==> config.mk <==
export PLATFORM = sky130hd
export DESIGN_NAME = fetch_decode_flat
export DESIGN_NICKNAME = d
export VERILOG_FILES = /design/src/rtl/fetch_decode_pkg.sv /design/src/rtl/fetch_decode_if.sv /design/src/rtl/fetch_decode_instr_decoder.sv /design/src/rtl/fetch_decode.sv /design/src/flat_wrapper.sv
export SDC_FILE = /design/constraint.sdc
export NUM_CORES = 1
export LEC_CHECK = 0
export BUFFER_PORTS_ARGS = -buffer_cell sky130_fd_sc_hd__buf_2
export CAP_MARGIN = 10
export CORE_MARGIN = 3
export CORE_UTILIZATION = 47
export CTS_CLUSTER_DIAMETER = 40
export DETAILED_ROUTE_END_ITERATION = 16
export PLACE_DENSITY = 0.78
export SETUP_SLACK_MARGIN = 0.3
export SYNTH_ARGS = -nofsm -noshare
export SYNTH_HDL_FRONTEND = slang
export SYNTH_SLANG_ARGS = --single-unit
export TNS_END_PERCENT = 1
==> constraint.sdc <==
create_clock -name clk -period 4.05 [get_ports clk]
set_input_delay 0.405 -clock clk [delete_from_list [all_inputs] [get_ports clk]]
set_output_delay 0.405 -clock clk [all_outputs]
set_load 0.01 [all_outputs]
==> src/rtl/fetch_decode_pkg.sv <==
// Shared types and constants for the fetch/decode stage: FSM states, opcodes,
// instruction field positions and the decoded-field record.
`timescale 1ns/1ps
package fetch_decode_pkg;

    typedef enum logic [1:0] {
        S_IDLE   = 2'd0,
        S_FETCH  = 2'd1,
        S_DECODE = 2'd2,
        S_DRAIN  = 2'd3
    } fd_state_e;

    localparam logic [5:0] OP_RTYPE = 6'h00;
    localparam logic [5:0] OP_SW    = 6'h2B;
    localparam logic [5:0] OP_BEQ   = 6'h04;

    localparam int OPC_LSB   = 26;
    localparam int OPC_W     = 6;
    localparam int RS_LSB    = 21;
    localparam int RT_LSB    = 16;
    localparam int RD_LSB    = 11;
    localparam int REG_W     = 5;
    localparam int FUNCT_LSB = 0;
    localparam int FUNCT_W   = 6;
    localparam int IMM_W     = 16;

    localparam logic [31:0] FD_RESET_PC = 32'h0000_0000;

    typedef struct packed {
        logic [5:0]  opcode;
        logic [4:0]  reg_s;
        logic [4:0]  reg_t;
        logic [4:0]  reg_d;
        logic        reg_write;
        logic [5:0]  funct;
        logic [31:0] imm;
        logic        illegal;
    } dec_t;

endpackage

==> src/rtl/fetch_decode_if.sv <==
// Instruction-memory, redirect/stall and decoded-output signals of fetch_decode.
// master = the fetch/decode stage, slave = memory plus downstream consumer.
`timescale 1ns/1ps
interface fetch_decode_if;

    logic        imemReq;
    logic [31:0] imemAddr;
    logic        imemAck;
    logic [31:0] imemData;
    logic        stall;
    logic        branchTaken;
    logic [31:0] branchTarget;
    logic        valid;
    logic [31:0] pcOut;
    logic [4:0]  regS;
    logic [4:0]  regT;
    logic [4:0]  regD;
    logic        regWrite;
    logic [5:0]  opcode;
    logic [5:0]  funct;
    logic [31:0] imm;
    logic        illegal;

    modport master (
        output imemReq, imemAddr, valid, pcOut, regS, regT, regD,
               regWrite, opcode, funct, imm, illegal,
        input  imemAck, imemData, stall, branchTaken, branchTarget
    );

    modport slave (
        input  imemReq, imemAddr, valid, pcOut, regS, regT, regD,
               regWrite, opcode, funct, imm, illegal,
        output imemAck, imemData, stall, branchTaken, branchTarget
    );

endinterface

==> src/rtl/fetch_decode_instr_decoder.sv <==
// Combinational instruction word -> register selects / immediate / regWrite.
// FD_ILLEGAL_TRAP_EN flags selects beyond the 16-entry bank and suppresses the write.
`timescale 1ns/1ps
module instr_decoder
    import fetch_decode_pkg::*;
(
    input  logic [31:0] word,
    output dec_t        dec
);

    logic [5:0] opc;
    logic [4:0] rs;
    logic [4:0] rt;
    logic [4:0] rd;
    logic       wr;

    always_comb begin
        opc = word[OPC_LSB +: OPC_W];
        rs  = word[RS_LSB +: REG_W];
        rt  = word[RT_LSB +: REG_W];
        rd  = (opc == OP_RTYPE) ? word[RD_LSB +: REG_W] : rt;
        // writes to r0 are dropped so the bank never sees a pointless enable
        wr  = (opc != OP_SW) && (opc != OP_BEQ) && (rd != 5'd0);

        dec        = '0;
        dec.opcode = opc;
        dec.reg_s  = rs;
        dec.reg_t  = rt;
        dec.reg_d  = rd;
        dec.funct  = word[FUNCT_LSB +: FUNCT_W];
        dec.imm    = {{(32-IMM_W){word[IMM_W-1]}}, word[IMM_W-1:0]};
`ifdef FD_ILLEGAL_TRAP_EN
        dec.illegal   = rs[4] | rt[4] | (wr & rd[4]);
        dec.reg_write = wr & ~dec.illegal;
`else
        dec.illegal   = 1'b0;
        dec.reg_write = wr;
`endif
    end

endmodule

==> src/rtl/fetch_decode.sv <==
// Fetch/decode stage: PC + imem handshake FSM, registered decoded outputs.
// Optional FD_ILLEGAL_TRAP_EN is handled inside instr_decoder.
`timescale 1ns/1ps
module fetch_decode
    import fetch_decode_pkg::*;
#(
    parameter logic [31:0] RESET_PC = FD_RESET_PC
) (
    input logic            clk,
    input logic            reset,
    fetch_decode_if.master bus
);

    fd_state_e   state_q, state_d;
    logic [31:0] pc_q, pc_d;
    logic [31:0] drain_addr_q, drain_addr_d;
    logic        valid_q, valid_d;
    logic [31:0] pc_out_q, pc_out_d;
    dec_t        out_q, out_d;
    dec_t        dec;
    logic [31:0] tgt;

    instr_decoder u_dec (
        .word (bus.imemData),
        .dec  (dec)
    );

    assign tgt = bus.branchTarget & ~32'h3;

    always_ff @(posedge clk or posedge reset) begin
        if (reset) begin
            state_q      <= S_IDLE;
            pc_q         <= RESET_PC;
            drain_addr_q <= '0;
            valid_q      <= 1'b0;
            pc_out_q     <= RESET_PC;
            out_q        <= '0;
        end else begin
            state_q      <= state_d;
            pc_q         <= pc_d;
            drain_addr_q <= drain_addr_d;
            valid_q      <= valid_d;
            pc_out_q     <= pc_out_d;
            out_q        <= out_d;
        end
    end

    always_comb begin
        state_d      = state_q;
        pc_d         = pc_q;
        drain_addr_d = drain_addr_q;
        valid_d      = valid_q;
        pc_out_d     = pc_out_q;
        out_d        = out_q;
        unique case (state_q)
            S_IDLE: state_d = S_FETCH;
            S_FETCH: begin
                if (bus.branchTaken) begin
                    pc_d = tgt;
                    // an unanswered request must still be drained at its old address
                    if (!bus.imemAck) begin
                        drain_addr_d = pc_q;
                        state_d      = S_DRAIN;
                    end
                end else if (bus.imemAck) begin
                    out_d    = dec;
                    pc_out_d = pc_q;
                    valid_d  = 1'b1;
                    state_d  = S_DECODE;
                end
            end
            S_DECODE: begin
                if (bus.branchTaken) begin
                    pc_d    = tgt;
                    valid_d = 1'b0;
                    state_d = S_FETCH;
                end else if (!bus.stall) begin
                    pc_d    = pc_q + 32'd4;
                    valid_d = 1'b0;
                    state_d = S_FETCH;
                end
            end
            S_DRAIN: begin
                if (bus.branchTaken) pc_d = tgt;
                if (bus.imemAck) state_d = S_FETCH;
            end
            default: state_d = S_IDLE;
        endcase
    end

    assign bus.imemReq  = (state_q == S_FETCH) || (state_q == S_DRAIN);
    assign bus.imemAddr = (state_q == S_DRAIN) ? drain_addr_q : pc_q;
    assign bus.valid    = valid_q;
    assign bus.pcOut    = pc_out_q;
    assign bus.regS     = out_q.reg_s;
    assign bus.regT     = out_q.reg_t;
    assign bus.regD     = out_q.reg_d;
    assign bus.regWrite = out_q.reg_write;
    assign bus.opcode   = out_q.opcode;
    assign bus.funct    = out_q.funct;
    assign bus.imm      = out_q.imm;
    assign bus.illegal  = out_q.illegal;

endmodule
==> src/flat_wrapper.sv <==
// flat-port wrapper written by rule: the top's interface ports become plain ports
module fetch_decode_flat import fetch_decode_pkg::*;
#(
    parameter logic [31:0] RESET_PC = FD_RESET_PC
)
  (clk, reset, bus_imemReq, bus_imemAddr, bus_valid, bus_pcOut, bus_regS, bus_regT, bus_regD, bus_regWrite, bus_opcode, bus_funct, bus_imm, bus_illegal, bus_imemAck, bus_imemData, bus_stall, bus_branchTaken, bus_branchTarget);
  fetch_decode_if bus_i ();
  input logic clk;
  input logic reset;
  output wire logic [$bits(bus_i.imemReq)-1:0] bus_imemReq;
  output wire logic [$bits(bus_i.imemAddr)-1:0] bus_imemAddr;
  output wire logic [$bits(bus_i.valid)-1:0] bus_valid;
  output wire logic [$bits(bus_i.pcOut)-1:0] bus_pcOut;
  output wire logic [$bits(bus_i.regS)-1:0] bus_regS;
  output wire logic [$bits(bus_i.regT)-1:0] bus_regT;
  output wire logic [$bits(bus_i.regD)-1:0] bus_regD;
  output wire logic [$bits(bus_i.regWrite)-1:0] bus_regWrite;
  output wire logic [$bits(bus_i.opcode)-1:0] bus_opcode;
  output wire logic [$bits(bus_i.funct)-1:0] bus_funct;
  output wire logic [$bits(bus_i.imm)-1:0] bus_imm;
  output wire logic [$bits(bus_i.illegal)-1:0] bus_illegal;
  input wire logic [$bits(bus_i.imemAck)-1:0] bus_imemAck;
  input wire logic [$bits(bus_i.imemData)-1:0] bus_imemData;
  input wire logic [$bits(bus_i.stall)-1:0] bus_stall;
  input wire logic [$bits(bus_i.branchTaken)-1:0] bus_branchTaken;
  input wire logic [$bits(bus_i.branchTarget)-1:0] bus_branchTarget;
  assign bus_imemReq = bus_i.imemReq;
  assign bus_imemAddr = bus_i.imemAddr;
  assign bus_valid = bus_i.valid;
  assign bus_pcOut = bus_i.pcOut;
  assign bus_regS = bus_i.regS;
  assign bus_regT = bus_i.regT;
  assign bus_regD = bus_i.regD;
  assign bus_regWrite = bus_i.regWrite;
  assign bus_opcode = bus_i.opcode;
  assign bus_funct = bus_i.funct;
  assign bus_imm = bus_i.imm;
  assign bus_illegal = bus_i.illegal;
  assign bus_i.imemAck = bus_imemAck;
  assign bus_i.imemData = bus_imemData;
  assign bus_i.stall = bus_stall;
  assign bus_i.branchTaken = bus_branchTaken;
  assign bus_i.branchTarget = bus_branchTarget;
  fetch_decode #(.RESET_PC(RESET_PC)) u_core (.clk(clk), .reset(reset), .bus(bus_i));
endmodule
Word-level counts from Yosys, hierarchy flattened
Index checks and enable logic that the tools add are counted.
Storage, ports and cells
  output and inout port bits: 127
  input bits: 69
  word-level logic and storage cells: 59
  register bits: 143
Cells by class
  bitwise logic cells: 2
  muxes and demuxes: 18
  reduce and logical (&&, ||, !) cells: 14
  add/subtract/negate cells: 1
  eq/ne operators: 12
Operators by type and width (count)
  2-to-1 mux 32 bit: 4
  case mux 32 bit (2 select lines): 1
  adder 32 x 3 -> 32 bit, second input constant: 1
  2-to-1 mux 2 bit: 6
  inequality test 3 bit, second input constant: 3
  AND reduction 3 bit: 3
  case mux 2 bit (4 select lines): 1
  AND reduction 4 bit: 2
  zero test 6 bit: 1
  inequality test 2 bit, second input constant: 3
  inequality test 6 x 3 -> 1 bit, second input constant: 1
  inequality test 6 bit, second input constant: 1
  2-to-1 mux 5 bit: 1
  nonzero test 5 bit: 1
  equality test 2 bit, second input constant: 2
  2-to-1 mux 1 bit: 4
  nonzero test 2 bit: 2
  equality test 2 x 1 -> 1 bit, second input constant: 1
  logical AND 1 bit: 2
  zero test 2 bit: 1
  inequality test 2 x 1 -> 1 bit, second input constant: 1
  inverter 1 bit: 2
  case mux 1 bit (2 select lines): 1
  OR reduction 2 bit: 1
  logical OR 1 bit: 1

Depth between registers and ports, before layout
  depth in word-level cells: 4
  mapped depth: 7
  mapped depth without buffers: 5

Modules after synthesis
From an unflattened synthesis, not the netlist that was laid out.
Unflattened totals
  cells, all modules: 635
  area, all modules: 7708.6 um2
Modules (own cells, without submodules)
  fetch_decode: area each 7104.3 um2, cells an instance 561, seq. area each 3853.7 um2, instances 1
  instr_decoder: area each 604.3 um2, cells an instance 74, seq. area each 0.0 um2, instances 1

Worst setup path before layout
OpenSTA, ideal clock, no wires.
  kind: reg-to-output
  from: register u_core.state_q[0]
  to: output bus_imemAddr[10]
  arrival: 1.420 ns
  path slack: 2.225 ns
  required time: 3.645 ns
  path buffers: 2
  cell stages (with the launch flop): 5
  cell sequence: dfrtp_1 > clkbuf_1 > nand2_1 > clkbuf_1 > mux2_2
Between the ends
  cells in the longest elaborated chain, start to end: 2
RTL lines
  start: declaration: RTL line fetch_decode.sv:14  | fd_state_e state_q, state_d;
  start signal: assignment: RTL line fetch_decode.sv:39  | state_q <= state_d;
  equality test 2 bit: RTL line fetch_decode.sv:92  | assign bus.imemAddr = (state_q == S_DRAIN) ? drain_addr_q : pc_q;
  2-to-1 mux 32 bit: RTL line fetch_decode.sv:92
  end: declaration: RTL line flat_wrapper.sv:11  | output wire logic [$bits(bus_i.imemAddr)-1:0] bus_imemAddr;
Every way passes these cells.

Final worst setup path
  from: register u_core.state_q[0]
  to: output bus_imemAddr[12]
Same word-level chain as after synthesis.

==> impl_metrics.py <==
metrics = {
    "route": {
        "via_per_inst": 5.79,
        "drcViolationCount": 0,
        "vias": 5261,
        "route.antenna.remaining_nets": 0,
        "wirelength_mm": 16.8,
        "drtPass1Iterations": 5,
        "wl_per_cell_um": 18.5,
        "drt-initial-drc-count": 407,
    },
    "synth": {
        "yosysSeqAreaShare_pct": 49.9,
        "synth_top_area_share_pct": 49.9,
        "synthCells": 573,
        "synth.avg_cell_area_um2": 11.5,
        "synth.area.top_cells": "dfrtp_1 (50%), mux2_2 (21%), buf_4 (3.2%)",
        "ys.flop_type": "dfrtp_1",
        "synth_cell_types": 57,
        "async_flop_share_pct": 100,
        "yosysWarnings": 0,
        "synth_top_cell_by_area": "dfrtp_1",
        "synth_edf_count": 0,
        "syn_area_um2": 6580,
        "ys_ff_latch": 131,
    },
    "clock_tree": {
        "cts_buffer_depth": 2,
        "clock_latency_ps": 420,
        "root_buffer": "clkbuf_16",
        "cts_buffers": 17,
        "cts_htree_levels": 4,
        "cts_tree": "built",
        "cts_resized": 0,
        "post-cts-setup-buffer-count": 0,
        "cts_num_sinks": 131,
        "ctsHoldBuffers": 0,
        "path_clk_slew_ps": 60,
    },
    "setup_path": {
        "worstPathArrival_ps": 2710,
        "critPathCaptureType": "output port",
        "cp_top_family": "simple AND/OR/NAND/NOR gates",
        "required_ps": 3640,
        "crit_chain": "nand2_1 > buf_4 > mux2_2 > buf_2",
        "path_max_fanout": 19,
        "crit_type": "flip-flop to output port",
        "reg2reg_from": "u_core.state_q[0]",
        "critPathBufInv": 2,
        "critPathSlowestCell": "nand2_1",
        "cp-startpoint": "u_core.state_q[0]",
        "startpoint_type": "flip-flop",
        "slowest_delay_ps": 730,
    },
    "power_and_ir_drop": {
        "p_clk_share_pct": 32.6,
        "power.sequential.fraction_pct": 39.8,
        "p_int_w": 0.00349,
        "power.switching_w": 0.00159,
        "swShare_pct": 31.3,
        "power_frac_comb_pct": 27.6,
        "power_density_nw_per_um2": 630,
        "power.leakage_nw": 3.56,
        "peakVddDrop_mv": 0.348,
    },
    "final_layout": {
        "area_growth_pct": 22.7,
        "multi_input_area_um2": 2910,
        "regArea_um2": 3280,
        "final_common_cell": "buf_2",
        "fillers": 1093,
        "drive_above_1_share_pct": 49.5,
        "final_cell_mix": "buf_2 (188), dfrtp_1 (131), mux2_2 (122)",
        "final_nets": 788,
        "finish.instance_area_um2": 8070,
    },
    "global_routing": {
        "grt_use_total_pct": 21.8,
        "grt_overflow": 0,
        "grt_first_pass_wirelength_mm": 27.8,
        "grt_pass1_vias": 5333,
        "grt_max_degree": 132,
        "antenna_found_initial": 1,
    },
    "sta": {
        "grt_setup_unrepaired": "false",
        "slew_headroom_pct": 25.1,
        "fin_tns_setup_ps": 0,
        "finalSetupViolCount": 0,
        "hold_viol_final": 0,
        "slew_viol_final": 0,
        "min_period_over_period_pct": 76.9,
        "timing.hold.ws_ps": 195,
        "min_period_ps": 3110,
        "tightest_slew_ps": 1120,
        "fin_skew_ps": 9.99,
        "clock.fmax_mhz": 321,
    },
    "floorplan": {
        "die_w_um": 124,
        "core_region_area_um2": 13500,
        "dieArea_um2": 15400,
        "io_pins": 196,
        "die_height_um": 124,
        "rows": 42,
        "start_util_pct": 48.9,
    },
    "placement": {
        "gp_congestion": 0.868,
        "postPlaceCellArea_um2": 7420,
        "dp_hpwl_mm": 11.7,
        "io_buffers": 188,
    },
    "min_path": {
        "min-delay-path-class": "input pin to async pin",
    },
    "job": {
        "cap_violations": 0,
    },
    "run_status": {
        "outcome": "finished clean",
    },
}
## worst min-delay path: stages
cell and delay, ps:
buf_2 110, clkinvlp_4 70, buf_12 500
## cell usage after synthesis, types with 3 or more instances
cell         n
o21ai_0     12
nand4_1     14
a311oi_1     4
dfrtp_1    131
nand2_1     26
and4_1       5
a2bb2oi_1    3
and2_1       5
o211ai_1     3
clkbuf_1    27
buf_4       28
nor3b_1      3
o2bb2ai_1    4
mux2_2     122
nor3_1      11
or3_1        4
o22ai_1      3
or4_1        3
nor4_1       5
nand3_1     15
nand3b_1     3
buf_2       15
nor2_1      27
a31oi_1      7
o32ai_1      6
a22oi_1      3
a211oi_1     6
mux2i_1      7
and3_1       6
a21oi_1     26
## through the flow
step                util (%)  worst slack [ps]  instances  power [W]
finish                  60.0               937        908    0.00508
global route            60.0               759        908    0.00536
CTS                     59.9               920        907    0.00513
detailed placement      55.2              1390        875    0.00346
global placement        55.2              1470        875    0.00340
floorplan                  -              2020        577    0.00295
## path summary, 6_finish.rpt
path                                              to  slack, ps  depth (start not counted)
worst max-delay path                bus_imemAddr[12]        940                          4
worst min-delay path              u_core.bus.regS[1]        200                          3
worst max register to register       u_core.pc_q[22]       1450                          4
worst min register to register  u_core.bus.pcOut[23]        500                          1
max in group asynchronous            u_core.pc_q[10]       3350                          3
min in group clk                  u_core.bus.imm[10]        220                          2
## registers in the layout (all words and copies together) (netlist names)
name / cells
u_core.bus.imm: 16
u_core.bus.regT: 5
u_core.drain_addr_q: 30
u_core.pc_q: 30
u_core.bus.regD: 5
u_core.bus.regS: 5
u_core.bus.regWrite: 1
u_core.bus.opcode: 6
u_core.bus.pcOut: 30
u_core.state_q: 2
u_core.bus.valid: 1
## power groups by stage
stage          Sequential, W  Combinational, W  Clock, W
2_1_floorplan        0.00205          0.000898         0
3_3_place_gp         0.00200           0.00139         0
3_5_place_dp         0.00204           0.00142         0
4_1_cts              0.00202           0.00143   0.00168
5_1_grt              0.00208           0.00153   0.00174
6_report             0.00202           0.00140   0.00166
## cell families after synthesis
logic type      count (synthesis)  synth area share, %
buf+inv                        76                 6.34
fa+ha+maj                       1                0.190
flops                         131                 49.9
simple gates                  137                 11.2
compound gates                 98                 10.4
mux                           129                 22.0
other cells                     1               0.0570
## per-layer routing
layer  share of wire [%]  up-vias  global-route usage [%]  routed length, um
li1                    -     2382                       -                  -
met4                 2.0        0                    7.80                329
met3                 8.3       28                    6.90               1390
met2                  48      285                    34.9               8020
met5                   0        -                       0                  0
met1                  42     2566                    28.0               7080
## cell type report
class	count	share of cell area [%]
inverter	3	0.186
multi-input combinational	370	36.0
timing repair buffer	195	12.5
antenna	1	0.0310
clock buffer	18	5.44
clock inverter	14	2.48
tap	176	2.73
sequential	131	40.6
Note: power is estimated with default switching activity, not from simulation.
